`config.mk`:
```
export PLATFORM = sky130hd
export DESIGN_NAME = digit_scan
export DESIGN_NICKNAME = d
export VERILOG_FILES = /design/src/rtl/digit_scan_pkg.sv /design/src/rtl/digit_scan_dwell_cnt.sv /design/src/rtl/digit_scan.sv
export SDC_FILE = /design/constraint.sdc
export NUM_CORES = 1
export LEC_CHECK = 0
export BUFFER_PORTS_ARGS = -buffer_cell sky130_fd_sc_hd__clkbuf_2
export CAP_MARGIN = 10
export CORE_AREA = 3 3 82 84
export CTS_CLUSTER_SIZE = 16
export DETAILED_ROUTE_END_ITERATION = 7
export DIE_AREA = 0 0 85 87
export SYNTH_ARGS = -nofsm -noshare
export SYNTH_HDL_FRONTEND = slang
export SYNTH_SLANG_ARGS = --single-unit
```
`constraint.sdc`:
```
create_clock -name clk -period 1.6 [get_ports clk]
set_clock_uncertainty 0.2 [all_clocks]
set_input_delay 0.16 -clock clk [delete_from_list [all_inputs] [get_ports clk]]
set_output_delay 0.16 -clock clk [all_outputs]
set_load 0.01 [all_outputs]
```
`src/rtl/digit_scan_pkg.sv`:
```
// Shared definitions for the digit_scan multiplexed display driver.
package digit_scan_pkg;

   typedef enum logic [0:0] {
      IDLE = 1'b0,
      SCAN = 1'b1
   } state_e;

   // One-hot digit strobes, MSD slot first in the frame
   localparam logic [3:0] DS_OFF = 4'b0000;
   localparam logic [3:0] DS_MSD = 4'b1000;
   localparam logic [3:0] DS_HUN = 4'b0100;
   localparam logic [3:0] DS_TEN = 4'b0010;
   localparam logic [3:0] DS_UNI = 4'b0001;

   // Code driven on q for a suppressed leading zero
   localparam logic [3:0] BLANK_CODE = 4'hF;

   // Next strobe in the frame; units slot wraps back to the MSD slot
   function automatic logic [3:0] ds_next(input logic [3:0] cur);
      return {cur[0], cur[3:1]};
   endfunction

endpackage

```
`src/rtl/digit_scan_dwell_cnt.sv`:
```
// Dwell counter: counts clk cycles within one digit slot and flags the
// last cycle of the slot. Held at zero while disabled.
module dwell_cnt #(
   parameter int DWELL = 16
) (
   input  logic clk,
   input  logic rst,
   input  logic i_en,
   output logic o_tc
);

   logic [7:0] r_cnt;

   assign o_tc = i_en && (r_cnt == 8'(DWELL - 1));

   // Count up while enabled, wrap to zero on terminal count
   always_ff @(posedge clk) begin
      if (rst || !i_en)
         r_cnt <= 8'd0;
      else if (o_tc)
         r_cnt <= 8'd0;
      else
         r_cnt <= r_cnt + 8'd1;
   end

endmodule

```
`src/rtl/digit_scan.sv`:
```
// digit_scan: 3.5-digit multiplexed display scanner.
// A conversion result is latched into a shadow register on eoc and moved
// to the display register only at a frame start, so a frame never mixes
// two results. Optional macro LEADING_ZERO_BLANK_EN blanks leading zeros
// in the hundreds and tens slots.
module digit_scan
   import digit_scan_pkg::*;
#(
   parameter int DWELL = 16
) (
   input  logic        clk,
   input  logic        rst,
   input  logic        eoc,
   input  logic [11:0] bcd_in,
   input  logic        msd,
   input  logic        pol,
   input  logic        ovr,
   output logic [3:0]  ds,
   output logic [3:0]  q,
   output logic        du
);

   // Packed result layout: [14] msd, [13] pol, [12] ovr, [11:0] BCD digits
   state_e      r_state;
   logic [3:0]  r_ds;
   logic        r_du;
   logic        r_pend;
   logic [14:0] r_shadow;
   logic [14:0] r_disp;

   logic [14:0] w_in;
   logic        w_tc;
   logic        w_frame_start;
   logic        w_blank_h;
   logic        w_blank_t;
   logic [3:0]  w_q;

   assign w_in          = {msd, pol, ovr, bcd_in};
   assign w_frame_start = w_tc && (r_ds == DS_UNI);

   dwell_cnt #(.DWELL(DWELL)) u_dwell (
      .clk  (clk),
      .rst  (rst),
      .i_en (r_state == SCAN),
      .o_tc (w_tc)
   );

   // Scan FSM, strobe rotation and shadow/display transfer
   always_ff @(posedge clk) begin
      if (rst) begin
         r_state  <= IDLE;
         r_ds     <= DS_OFF;
         r_du     <= 1'b0;
         r_pend   <= 1'b0;
         r_shadow <= '0;
         r_disp   <= '0;
      end else begin
         r_du <= 1'b0;
         if (eoc)
            r_shadow <= w_in;
         case (r_state)
            IDLE: begin
               // First result starts scanning immediately with a fresh frame
               if (eoc) begin
                  r_state <= SCAN;
                  r_ds    <= DS_MSD;
                  r_disp  <= w_in;
                  r_du    <= 1'b1;
                  r_pend  <= 1'b0;
               end
            end
            SCAN: begin
               if (w_tc)
                  r_ds <= ds_next(r_ds);
               if (w_frame_start) begin
                  // A result arriving on the frame-start edge is used directly
                  if (eoc) begin
                     r_disp <= w_in;
                     r_du   <= 1'b1;
                     r_pend <= 1'b0;
                  end else if (r_pend) begin
                     r_disp <= r_shadow;
                     r_du   <= 1'b1;
                     r_pend <= 1'b0;
                  end
               end else if (eoc) begin
                  r_pend <= 1'b1;
               end
            end
            default: r_state <= IDLE;
         endcase
      end
   end

   // Select the code for the active slot, with optional zero blanking
   always_comb begin
      w_q       = 4'h0;
      w_blank_h = 1'b0;
      w_blank_t = 1'b0;
`ifdef LEADING_ZERO_BLANK_EN
      w_blank_h = !r_disp[14] && (r_disp[11:8] == 4'h0);
      w_blank_t = w_blank_h && (r_disp[7:4] == 4'h0);
`endif
      case (r_ds)
         DS_MSD: w_q = {r_disp[14], r_disp[13], 1'b0, r_disp[12]};
         DS_HUN: w_q = w_blank_h ? BLANK_CODE : r_disp[11:8];
         DS_TEN: w_q = w_blank_t ? BLANK_CODE : r_disp[7:4];
         DS_UNI: w_q = r_disp[3:0];
         default: w_q = 4'h0;
      endcase
   end

   assign ds = r_ds;
   assign q  = w_q;
   assign du = r_du;

endmodule

```
Yosys cells after proc, flatten, opt, wreduce, memory -nomap -nowiden
Index checks and enable logic that the tools add are counted.
Operators by class
  add/subtract/negate cells: 1
  equality and inequality tests: 10
  muxes and demuxes: 19
  bitwise logic cells: 1
  reductions and logical operators: 8
Operator list (number)
  $mux 15: 4
  $pmux 15 s2: 1
  $pmux 4 s4: 1
  $add 8x1->8 const B: 1
  $eq 8x4->1 const B: 1
  $mux 1: 8
  $mux 4: 2
  $pmux 4 s2: 1
  $ne 3x2->1 const B: 2
  $eq 4x1->1 const B: 1
  $eq 4x2->1 const B: 1
  $eq 4x3->1 const B: 1
  $eq 4x4->1 const B: 1
  $ne 2x1->1 const B: 2
  $pmux 1 s2: 2
  $reduce_and 2->1: 2
  $reduce_and 3->1: 1
  $logic_and 1x1->1: 2
  $ne 2x2->1 const B: 1
  $reduce_or 2->1: 1
  $logic_not 1->1: 1
  $logic_or 1x1->1: 1
  $not 1->1: 1
Word-level totals
  bits in registers: 45
  bits of input ports: 18
  output and inout port bits: 9
  logic and storage cells: 46

Depth between registers and ports, before layout
Gate-level depths: netlist (run 1).
  word-level depth: 5
  depth in mapped cells: 7

By module
A second synthesis (run 1) with hierarchy kept.
Unflattened totals
  cell total of the unflattened synthesis: 205
  area total of the unflattened synthesis: 2073.2 um2
By module, submodules not included
  digit_scan: instances 1, cells an instance 166, area an instance 1724.2 um2
  dwell_cnt: instances 1, cells an instance 39, area an instance 349.1 um2

Least setup slack after synthesis (run 1)
No wires, ideal clock.
  path kind: reg2reg
  start point: register r_ds[3], in the netlist ds[3]
  end point: register r_disp[10]
  setup time: 0.145 ns
  arrival time: 1.437 ns
  setup slack: -0.182 ns
  cell stages (with the launch flop): 8
  buffers on the path: 3
  period minus slack after synthesis: 1.782 ns
  path through: dfxtp_1 > buf_6 > nor4b_4 > o2111a_4 > nand2b_4 > buf_8 > buf_12 > a211oi_2
On the way
  word-level cells in the longest chain between the ends: 4
RTL lines
  from (decl): RTL line digit_scan.sv:25  | logic [3:0] r_ds;
  from (signal assigned): RTL line digit_scan.sv:74  | r_ds <= ds_next(r_ds);
  $eq 4x1->1: RTL line digit_scan.sv:39  | assign w_frame_start = w_tc && (r_ds == DS_UNI);
  $logic_and 1x1->1: RTL line digit_scan.sv:39
  $ne 2x1->1 (no line)
  $reduce_and 3->1 (no line)
  to (signal assigned): RTL line digit_scan.sv:67  | r_disp <= w_in;
  to (signal assigned): RTL line digit_scan.sv:78  | r_disp <= w_in;
  to (signal assigned): RTL line digit_scan.sv:82  | r_disp <= r_shadow;
  to (decl): RTL line digit_scan.sv:29  | logic [14:0] r_disp;
Every way passes these cells.
A chain may end at the register's enable or synchronous reset.

Worst setup path in the final report (run 1)
  start point: register r_ds[2], in the netlist ds[2]
  end point: output port q[0]
On the way
  word-level cells in the longest chain between the ends: 2
RTL lines
  $eq 4x1->1, or another cell as far along: RTL line digit_scan.sv:104  | case (r_ds)
  $pmux 4 s4 (*): RTL line digit_scan.sv:104
  to (decl): RTL line digit_scan.sv:19  | output logic [3:0] q,
Mark *: on every way between the ends. The rest lies on a longest branch, timed or not.

==> flow_summary.json, run 1 <==
{
  "grt_first_pass_wirelength_mm": 8.44,
  "finalSetupViolations": 20,
  "reg2reg_slack_ns": -0.15,
  "hp-class": "in2reg",
  "antenna_found_initial": 0,
  "start_util": 0.348,
  "antenna_left": 0,
  "cp_max_fo": 5,
  "avgViaCountPerCell": 4.95,
  "final_cell_count_no_fill": 349,
  "clk_latency_ns": 0.30,
  "clock.fmax_ghz": 0.534,
  "die_area_um2": 7400,
  "synth-main-ff-cell": "dfxtp_1",
  "arrival_ns": 1.51,
  "avgSynthCellArea_um2": 10.1,
  "avgRoutedWirePerCell_um": 14.4,
  "grt_overflow": 0,
  "die_w_um": 85,
  "drive_gt1_frac": 0.423,
  "design.core.area_um2": 5990,
  "grt_pass1_vias": 1678,
  "netlist_area_um2": 2090,
  "yosys.cell_types.count": 37,
  "peakVddDrop_uv": 515,
  "ys_top_cells_by_count": "dfxtp_1, mux2i_1, nor2_1, nor3_1, a211oi_2",
  "nFillCells": 531,
  "critPathKind": "reg2out",
  "seq_area_um2": 916,
  "hpwl_mm": 3.17,
  "crit_required_ns": 1.24,
  "synth.largest_area_cell": "dfxtp_1",
  "synth_top_area_frac": 0.432,
  "yosys_register_bits": 45,
  "ios": 27,
  "place_inst": 319,
  "critPathLaunchType": "flip-flop",
  "numPortBuffers": 26,
  "highest_layer": "met4",
  "power.net_switching_w": 0.000620,
  "p_comb_frac": 0.136,
  "cts_tree": "built",
  "antenna_cells": 0,
  "grt_setup_unrepaired": "true",
  "wl_met3_um": 209,
  "grt_usage": 0.144,
  "switching_share": 0.238,
  "num_vias": 1729,
  "p_clk_frac": 0.397,
  "multi_input_area_um2": 1240,
  "rr_worst_depth": 5,
  "min_path_cells": 3,
  "cts_root_buf": "clkbuf_8",
  "htree_levels": 2,
  "synth_cells": 206,
  "dr.pass1.iters": 4,
  "startpoint": "ds[2]$_SDFFE_PP0P_",
  "setup-tns-final_ns": -2.97,
  "grt_max_degree": 24,
  "synth_edf_count": 0,
  "powerDensity_nw_per_um2": 879,
  "cts_made_buffers": 5,
  "clk_pin_slew_worst_paths_ns": 0.09,
  "period_needed_ns": 1.87,
  "power.internal_w": 0.00199,
  "power.total_w": 0.00261,
  "status": "complete, but fails checks",
  "drc": 0,
  "r2r-start": "ds[3]$_SDFFE_PP0P_",
  "ys_seq_area_frac": 0.432,
  "pwr-share-seq": 0.467,
  "die_y_um": 87,
  "hold_viol_final": 0,
  "p_leak_nw": 1.28,
  "nNetsFinal": 292,
  "slew_violations": 0,
  "maxCapViolCount": 0,
  "violations": "negative setup slack",
  "tightest_slew_ns": 0.303,
  "maxSlewHeadroom": 0.798,
  "synthArstFlopShare": 0,
  "yosysWarnings": 0,
  "gp_routability_congestion": 0.788,
  "area.growth.synth_to_final_pct": 42.1,
  "synth_area_leaders": "dfxtp_1, mux2i_1, a211oi_2, nor2_1, nor3_1",
  "postSynthNetCount": 225,
  "cts.path.max_buffers": 2,
  "totalWireLength_mm": 5.01,
  "rr_endpoint": "du$_SDFF_PP0_",
  "wl_met2_mm": 2.39,
  "end_kind": "output pin",
  "met1Wirelength_mm": 2.34,
  "fin_ws_ns": -0.272,
  "drt_iter0_drc": 79,
  "min-delay-start": "rst",
  "yosysMostFrequentCell": "dfxtp_1",
  "rows": 28,
  "cts_sinks": 45,
  "min_to": "ds[2]$_SDFFE_PP0P_",
  "period_share": 1.17
}
worst max-delay path by stage:
stage	endpoint	slack, ns	cells past startpoint
after floorplan	r_disp[10]$_SDFFE_PP0P_	-0.17	7
after global placement	q[0]	-0.08	5
after detailed placement	du$_SDFF_PP0_	-0.07	5
after CTS	q[0]	-0.26	4
after global routing	q[1]	-0.33	6
final	q[0]	-0.27	4
worst max-delay path, cell delays in order (launching register included):
cell	delay [ns]
dfxtp_4	0.37
buf_6	0.13
or3_4	0.41
o22ai_2	0.15
buf_2	0.15
stage by stage:
stage	hold slack (ns)	util	area [um2]	setup WS [ns]
after global routing	0.0857	0.495	2970	-0.328
final	0.0747	0.495	2970	-0.272
after CTS	0.0675	0.482	2890	-0.262
after detailed placement	0.224	0.404	2420	-0.0742
after global placement	0.212	0.404	2420	-0.0799
after floorplan	0.107	-	2090	-0.166
routing by layer:
metal,track usage,up-vias
li1,-,879
met5,0,-
met1,0.190,815
met4,0.0475,0
met3,0.0312,6
met2,0.233,29
layout by cell type (no fill, tap or decap), drive strengths merged, types with 3 or more instances in the layout:
master | netlist | final
nand2 | 9 | 9
nor2b | 4 | 4
nor2 | 28 | 28
xor2 | 3 | 3
a2bb2oi | 3 | 3
o22ai | 3 | 3
mux2i | 30 | 30
xnor2 | 3 | 3
dlygate4sd3 | 0 | 16
nand2b | 2 | 3
a22oi | 4 | 4
dfxtp | 45 | 45
nand3 | 5 | 5
a21oi | 3 | 3
nor3 | 17 | 17
buf | 8 | 36
a211oi | 16 | 16
clkbuf | 7 | 27
power by group through the flow:
stage | logic, W | registers (W) | clock network, W
after floorplan | 0.000211 | 0.00123 | 0
after global placement | 0.000282 | 0.00124 | 0
after detailed placement | 0.000286 | 0.00124 | 0
after CTS | 0.000341 | 0.00122 | 0.00106
after global routing | 0.000389 | 0.00123 | 0.00111
final | 0.000354 | 0.00122 | 0.00104
cell type report:
| type | count | area share |
|---|---|---|
| Sequential cell | 45 | 0.309 |
| Inverter | 1 | 0.00127 |
| Clock buffer | 5 | 0.0232 |
| Timing Repair Buffer | 74 | 0.194 |
| Tap cell | 75 | 0.0316 |
| Clock inverter | 3 | 0.0232 |
| Multi-Input combinational cell | 146 | 0.418 |
timing repair:
item	in CTS	in global routing
endpoints found under the setup margin	22	33
hold buffers	16	0
endpoints found under the hold margin	16	0
pin swaps	24	5
buffers inserted	4	0
resized for setup	31	22
cloned	2	0
cell families (layout without fill, tap and decap cells):
family | after synthesis | in the layout | share of synthesized area
and+or+nand+nor | 76 | 77 | 0.197
AOI/OAI and AO/OA | 32 | 32 | 0.141
buffers and inverters | 16 | 83 | 0.0552
DFF | 45 | 45 | 0.432
adders and majority gates | 1 | 1 | 0.00599
muxes | 30 | 30 | 0.144
xor gates and xnor gates | 6 | 6 | 0.0252
flip-flops by register name, summed over array words and instances, names as in the netlist:
| register | cells |
|---|---|
| r_shadow | 15 |
| u_dwell.r_cnt | 8 |
| ds | 4 |
| r_state | 1 |
| r_disp | 15 |
| r_pend | 1 |
| du | 1 |
Power figures use the tool's default switching activity.
==> run 2: changes to the inputs <==
ABC_AREA = 1   (was not set)
SKIP_CTS_REPAIR_TIMING = 1   (was not set)
==> run 2 against run 1 <==
  * The flow finishes with violations (negative hold slack, negative setup slack)
  * Worst setup slack better by 0.15 ns
  * Clock-buffer cell count is 2 higher
  * Combinational power is 5% higher
  * Wire length is 3.2% higher
  * Worst hold slack worse by 0.11 ns
  * Critical endpoint is now q[3]
  * Cell count is 18% higher
  * Critical path type unchanged
  * Area after synthesis is 1.9% higher
  * Non-clock buffer count is 20 lower
  * Global-route usage is 0.78 points lower
  * Die area stayed put
  * Sequential share of layout area is 1.5 points higher
  * First-iteration DRC count is 38% higher
==> flow_summary.json, run 2 <==
{
  "power.total_w": 0.00229,
  "hpwl_mm": 3.39,
  "powerDensity_nw_per_um2": 809,
  "crit_required_ns": 1.24,
  "path_cells": "inv_2 > nand2_4 > inv_2 > nand2_4 > o22ai_2 > or2_4 > buf_6",
  "cts_tree": "built",
  "cts.path.max_buffers": 2,
  "cp_slowest_cell": "dfxtp_2",
  "finalSetupViolations": 5,
  "maxSlewHeadroom": 0.729,
  "cp_max_fo": 4,
  "end_kind": "output pin",
  "status": "complete, but fails checks",
  "critPathKind": "reg2out",
  "largest_registers": "r_disp x15, r_shadow x15, u_dwell.r_cnt x8",
  "yosysWarnings": 0,
  "arrival_ns": 1.36,
  "die_y_um": 87,
  "finish.utilization": 0.472,
  "slew_violations": 0,
  "nNetsFinal": 357,
  "tightest_slew_ns": 0.406,
  "drc": 0,
  "area.growth.synth_to_final_pct": 33.0,
  "period_needed_ns": 1.72,
  "gp_routability_congestion": 0.747,
  "design.core.area_um2": 5990,
  "synthArstFlopShare": 0,
  "ys_top_cells_by_count": "dfxtp_1, nand2_1, nor2_1, o21ai_0, inv_1",
  "cts_root_buf": "clkbuf_8",
  "yosys_register_bits": 45,
  "hold_slack_ns": -0.0374,
  "clk_latency_ns": 0.30,
  "cts_made_buffers": 5,
  "violations": "negative hold slack, negative setup slack",
  "final_cell_mix": "nand2_1, dfxtp_1, nor2_1, o21ai_0",
  "grt_usage": 0.136,
  "netlist_area_um2": 2130,
  "start_util": 0.355,
  "die_w_um": 85,
  "clk_pin_slew_worst_paths_ns": 0.08,
  "critPathLaunchType": "flip-flop",
  "grt_first_pass_wirelength_mm": 8.25,
  "htree_levels": 2,
  "synth_cells": 291,
  "placed_cell_area_um2": 2450,
  "synth.largest_area_cell": "dfxtp_1",
  "avgRoutedWirePerCell_um": 12.5,
  "die_area_um2": 7400,
  "drt_iter0_drc": 109,
  "cts_sinks": 45,
  "p_leak_nw": 1.25,
  "grt_overflow": 0,
  "ios": 27,
  "path_buf_inv": 3,
  "yosysMostFrequentCell": "dfxtp_1",
  "hold_viol_final": 12,
  "maxCapViolCount": 0,
  "peakVddDrop_uv": 499,
  "grt_pass1_vias": 1765,
  "critical-path-max-stage-delay_ns": 0.36,
  "period_share": 1.08,
  "critPathTopFamily": "simple AND/OR/NAND/NOR gates",
  "synth_edf_count": 0,
  "fin_ws_ns": -0.123,
  "drive_gt1_frac": 0.364,
  "postSynthNetCount": 310,
  "hp-class": "in2reg",
  "final_area_um2": 2830,
  "antenna_found_initial": 0,
  "yosys.cell_types.count": 28,
  "antenna_cells": 0,
  "ys_seq_area_frac": 0.424,
  "rows": 28,
  "antenna_left": 0,
  "synth-main-ff-cell": "dfxtp_1",
  "totalWireLength_mm": 5.17,
  "synth_area_leaders": "dfxtp_1, nand2_1, nor2_1, o21ai_0, or2_2",
  "place_ws_ns": 0.00696,
  "numPortBuffers": 26,
  "dr.pass1.iters": 4,
  "avgSynthCellArea_um2": 7.31,
  "nFillCells": 573,
  "grt_max_degree": 33,
  "avgViaCountPerCell": 4.81,
  "num_vias": 1985,
  "clock.fmax_ghz": 0.580,
  "grt_setup_unrepaired": "true",
  "synth_top_area_frac": 0.424
}
==> run 2: cell types whose count changed in the layout (fill, tap and decap cells not counted), sizes merged, moves of 19 or more <==
cell / delta
or2: +19
a21oi: +20
nand3: +24
nand2: +35
inv: +25
mux2i: -30
o21ai: +30
==> run 2: final timing paths <==
path | depth (start not counted) | endpoint | slack [ns] | from
max | 7 | q[3] | -0.12 | ds[2]$_SDFFE_PP0P_
min | 3 | r_shadow[8]$_SDFFE_PP0P_ | -0.04 | bcd_in[8]
max reg2reg | 8 | r_disp[4]$_SDFFE_PP0P_ | -0.01 | ds[3]$_SDFFE_PP0P_
min reg2reg | 2 | u_dwell.r_cnt[6]$_SDFF_PP0_ | 0.30 | u_dwell.r_cnt[6]$_SDFF_PP0_
==> run 2: logic make-up (layout without fill, tap and decap cells) <==
logic type	after synthesis	count (layout)	share of synthesized area
compound gates	62	62	0.154
xor+xnor	1	1	0.00412
fa+ha+maj	1	1	0.00588
buf+inv	42	89	0.0865
flops	45	45	0.424
simple gates	140	140	0.326
==> run 2: final cells by class <==
type	count	area [um2]	area share
Tap cell	75	93.8	0.0332
Multi-Input combinational cell	204	1180	0.418
Inverter	28	105	0.0372
Timing Repair Buffer	54	444	0.157
Clock buffer	7	86.3	0.0305
Sequential cell	45	915	0.324
==> run 2: per-layer routing <==
layer / share of wire / track usage
met1: 0.50 / 0.196
met2: 0.45 / 0.204
met3: 0.037 / 0.0265
met4: 0.014 / 0.0432
met5: 0 / 0
==> run 2: worst min-delay path, delay by kind of cell <==
kind / cells / cell delay [ns]
AOI/OAI and AO/OA: 1 / 0.10
buffers and inverters: 1 / 0.09
and+or+nand+nor: 1 / 0.08
==> run 2: metrics by stage <==
stage          TNS [ns]  hold WS, ns  std cells
2_1_floorplan         0        0.146        291
3_3_place_gp          0        0.261        397
3_5_place_dp          0        0.276        397
4_1_cts          -0.993      -0.0344        404
5_1_grt           -1.42      0.00645        413
6_report         -0.401      -0.0374        413
==> run 2: power by group <==
part           total [W]  internal, W  switching [W]
sequential       0.00120      0.00118      0.0000184
combinational   0.000372     0.000162       0.000211
clock           0.000715     0.000343       0.000372
total            0.00229      0.00169       0.000601
==> run 3: changes to the inputs <==
CORE_AREA = 2 2 81 83   (was 3 3 82 84)
DIE_AREA = 0 0 83 85   (was 0 0 85 87)
PLACE_DENSITY = 0.6   (was not set)
==> run 3 against run 2 <==
  * Global-route usage is 0.59 points higher
  * Worst hold slack improved by 0.00058 ns
  * Sequential power barely moved
  * The flow still finishes with violations (negative hold slack, negative setup slack)
  * Critical path type unchanged
  * Cell area up 5.8%
==> flow_summary.json, run 3 (synthesized netlist as in run 2, its figures left out) <==
{
  "hold_viol_final": 7,
  "critPathLaunchType": "flip-flop",
  "grt_pass1_vias": 1788,
  "hold_slack_ns": -0.0368,
  "multi_input_area_um2": 1270,
  "reg2reg_slack_ns": 0.03,
  "violations": "negative hold slack, negative setup slack",
  "maxCapViolCount": 0,
  "drt_iter0_drc": 61,
  "nFillCells": 582,
  "cts_tree": "built",
  "design.core.area_um2": 6200,
  "finalSetupViolations": 4,
  "area.growth.synth_to_final_pct": 40.6,
  "status": "complete, but fails checks",
  "cts_made_buffers": 5,
  "grt_first_pass_wirelength_mm": 8.31,
  "arrival_ns": 1.37,
  "placed_cell_area_um2": 2480,
  "nNetsFinal": 365,
  "clk_pin_slew_worst_paths_ns": 0.09,
  "avgRoutedWirePerCell_um": 12.0,
  "rows": 29,
  "htree_levels": 2,
  "antenna_left": 0,
  "start_util": 0.343,
  "peakVddDrop_uv": 455,
  "period_needed_ns": 1.73,
  "hpwl_mm": 3.52,
  "largest_registers": "r_disp x15, r_shadow x15, u_dwell.r_cnt x8",
  "p_leak_nw": 1.30,
  "critPathKind": "reg2out",
  "cts_root_buf": "clkbuf_8",
  "grt_setup_unrepaired": "true",
  "gp_routability_congestion": 0.734,
  "totalWireLength_mm": 5.11,
  "final_area_um2": 2990,
  "ios": 27,
  "seq_area_um2": 913,
  "setup-tns-final_ns": -0.413,
  "final_common_cell": "dfxtp_1",
  "period_share": 1.08,
  "grt_max_degree": 22,
  "slew_violations": 0,
  "finish.utilization": 0.482,
  "crit_required_ns": 1.24,
  "maxSlewHeadroom": 0.697,
  "drc": 0,
  "end_kind": "output pin",
  "antenna_cells": 0,
  "hp-class": "in2reg",
  "die_w_um": 83,
  "power.total_w": 0.00250,
  "tightest_slew_ns": 0.454,
  "avgViaCountPerCell": 4.79,
  "cts.path.max_buffers": 2,
  "fin_ws_ns": -0.125,
  "grt_overflow": 0,
  "antenna_found_initial": 0,
  "die_y_um": 85,
  "dr.pass1.iters": 4,
  "clk_latency_ns": 0.30,
  "final_cell_mix": "dfxtp_1, nand2_1, nor2_1, o21ai_0, buf_4",
  "clock.fmax_ghz": 0.580,
  "die_area_um2": 7060,
  "powerDensity_nw_per_um2": 837,
  "cp_max_fo": 4,
  "grt_usage": 0.142,
  "cts_sinks": 45,
  "numPortBuffers": 26,
  "drive_gt1_frac": 0.412,
  "num_vias": 2029
}
-- run 3: cell types whose count changed in the layout (fill, tap and decap cells not counted), moves of 2 or more --
cell           before  now
a21oi_1            16    8
a21oi_2             7   14
buf_4              19   27
buf_6               5    3
dlygate4sd3_1       2    5
inv_2               5    3
inv_4               0    2
nand2_1            38   36
nand3_1            20   17
nand3_4             2    4
nor2_1             37   35
nor2_2              1    3
-- run 3: cell type report --
| type | instances | share of cell area |
|---|---|---|
| multi-input cells | 204 | 0.424 |
| flip-flops and latches | 45 | 0.306 |
| repair buffers | 62 | 0.163 |
| inverters | 28 | 0.0368 |
| well taps | 77 | 0.0322 |
| clock buffers | 7 | 0.0289 |
| clock inverters | 1 | 0.0100 |
-- run 3: critical path, cell delays in order (launching register included) --
cell and delay, ns:
dfxtp_2 0.36, inv_4 0.05, nand2_4 0.08, inv_2 0.04, nand2_4 0.08, o22ai_2 0.09
or2_4 0.26, buf_6 0.12
-- run 3: report_power, final --
group | internal [W] | switching [W] | total, W
sequential | 0.00118 | 0.0000188 | 0.00120
combinational | 0.000175 | 0.000229 | 0.000404
clock | 0.000510 | 0.000387 | 0.000897
total | 0.00187 | 0.000636 | 0.00250
-- run 3: through the flow --
stage,setup slack [ns],std cells
5_1_grt,-0.183,424
4_1_cts,-0.305,412
2_1_floorplan,0.0115,291
3_3_place_gp,0.0120,404
6_report,-0.125,424
3_5_place_dp,-0.0272,404
-- run 3: metal layers --
layer,share of wire,up-vias,wire length (um),global-route usage
met4,0.015,0,77,0.0551
met2,0.43,32,2210,0.206
li1,-,1060,-,-
met1,0.52,931,2670,0.210
met3,0.028,6,144,0.0233
met5,0,-,0,0
-- run 3: worst paths after layout --
kind | startpoint | to | cells past startpoint
setup / recovery | ds[3]$_SDFFE_PP0P_ | q[3] | 7
hold / removal | bcd_in[11] | r_shadow[11]$_SDFFE_PP0P_ | 3
setup reg to reg | u_dwell.r_cnt[1]$_SDFF_PP0_ | r_disp[0]$_SDFFE_PP0P_ | 7
hold reg to reg | u_dwell.r_cnt[6]$_SDFF_PP0_ | u_dwell.r_cnt[6]$_SDFF_PP0_ | 2
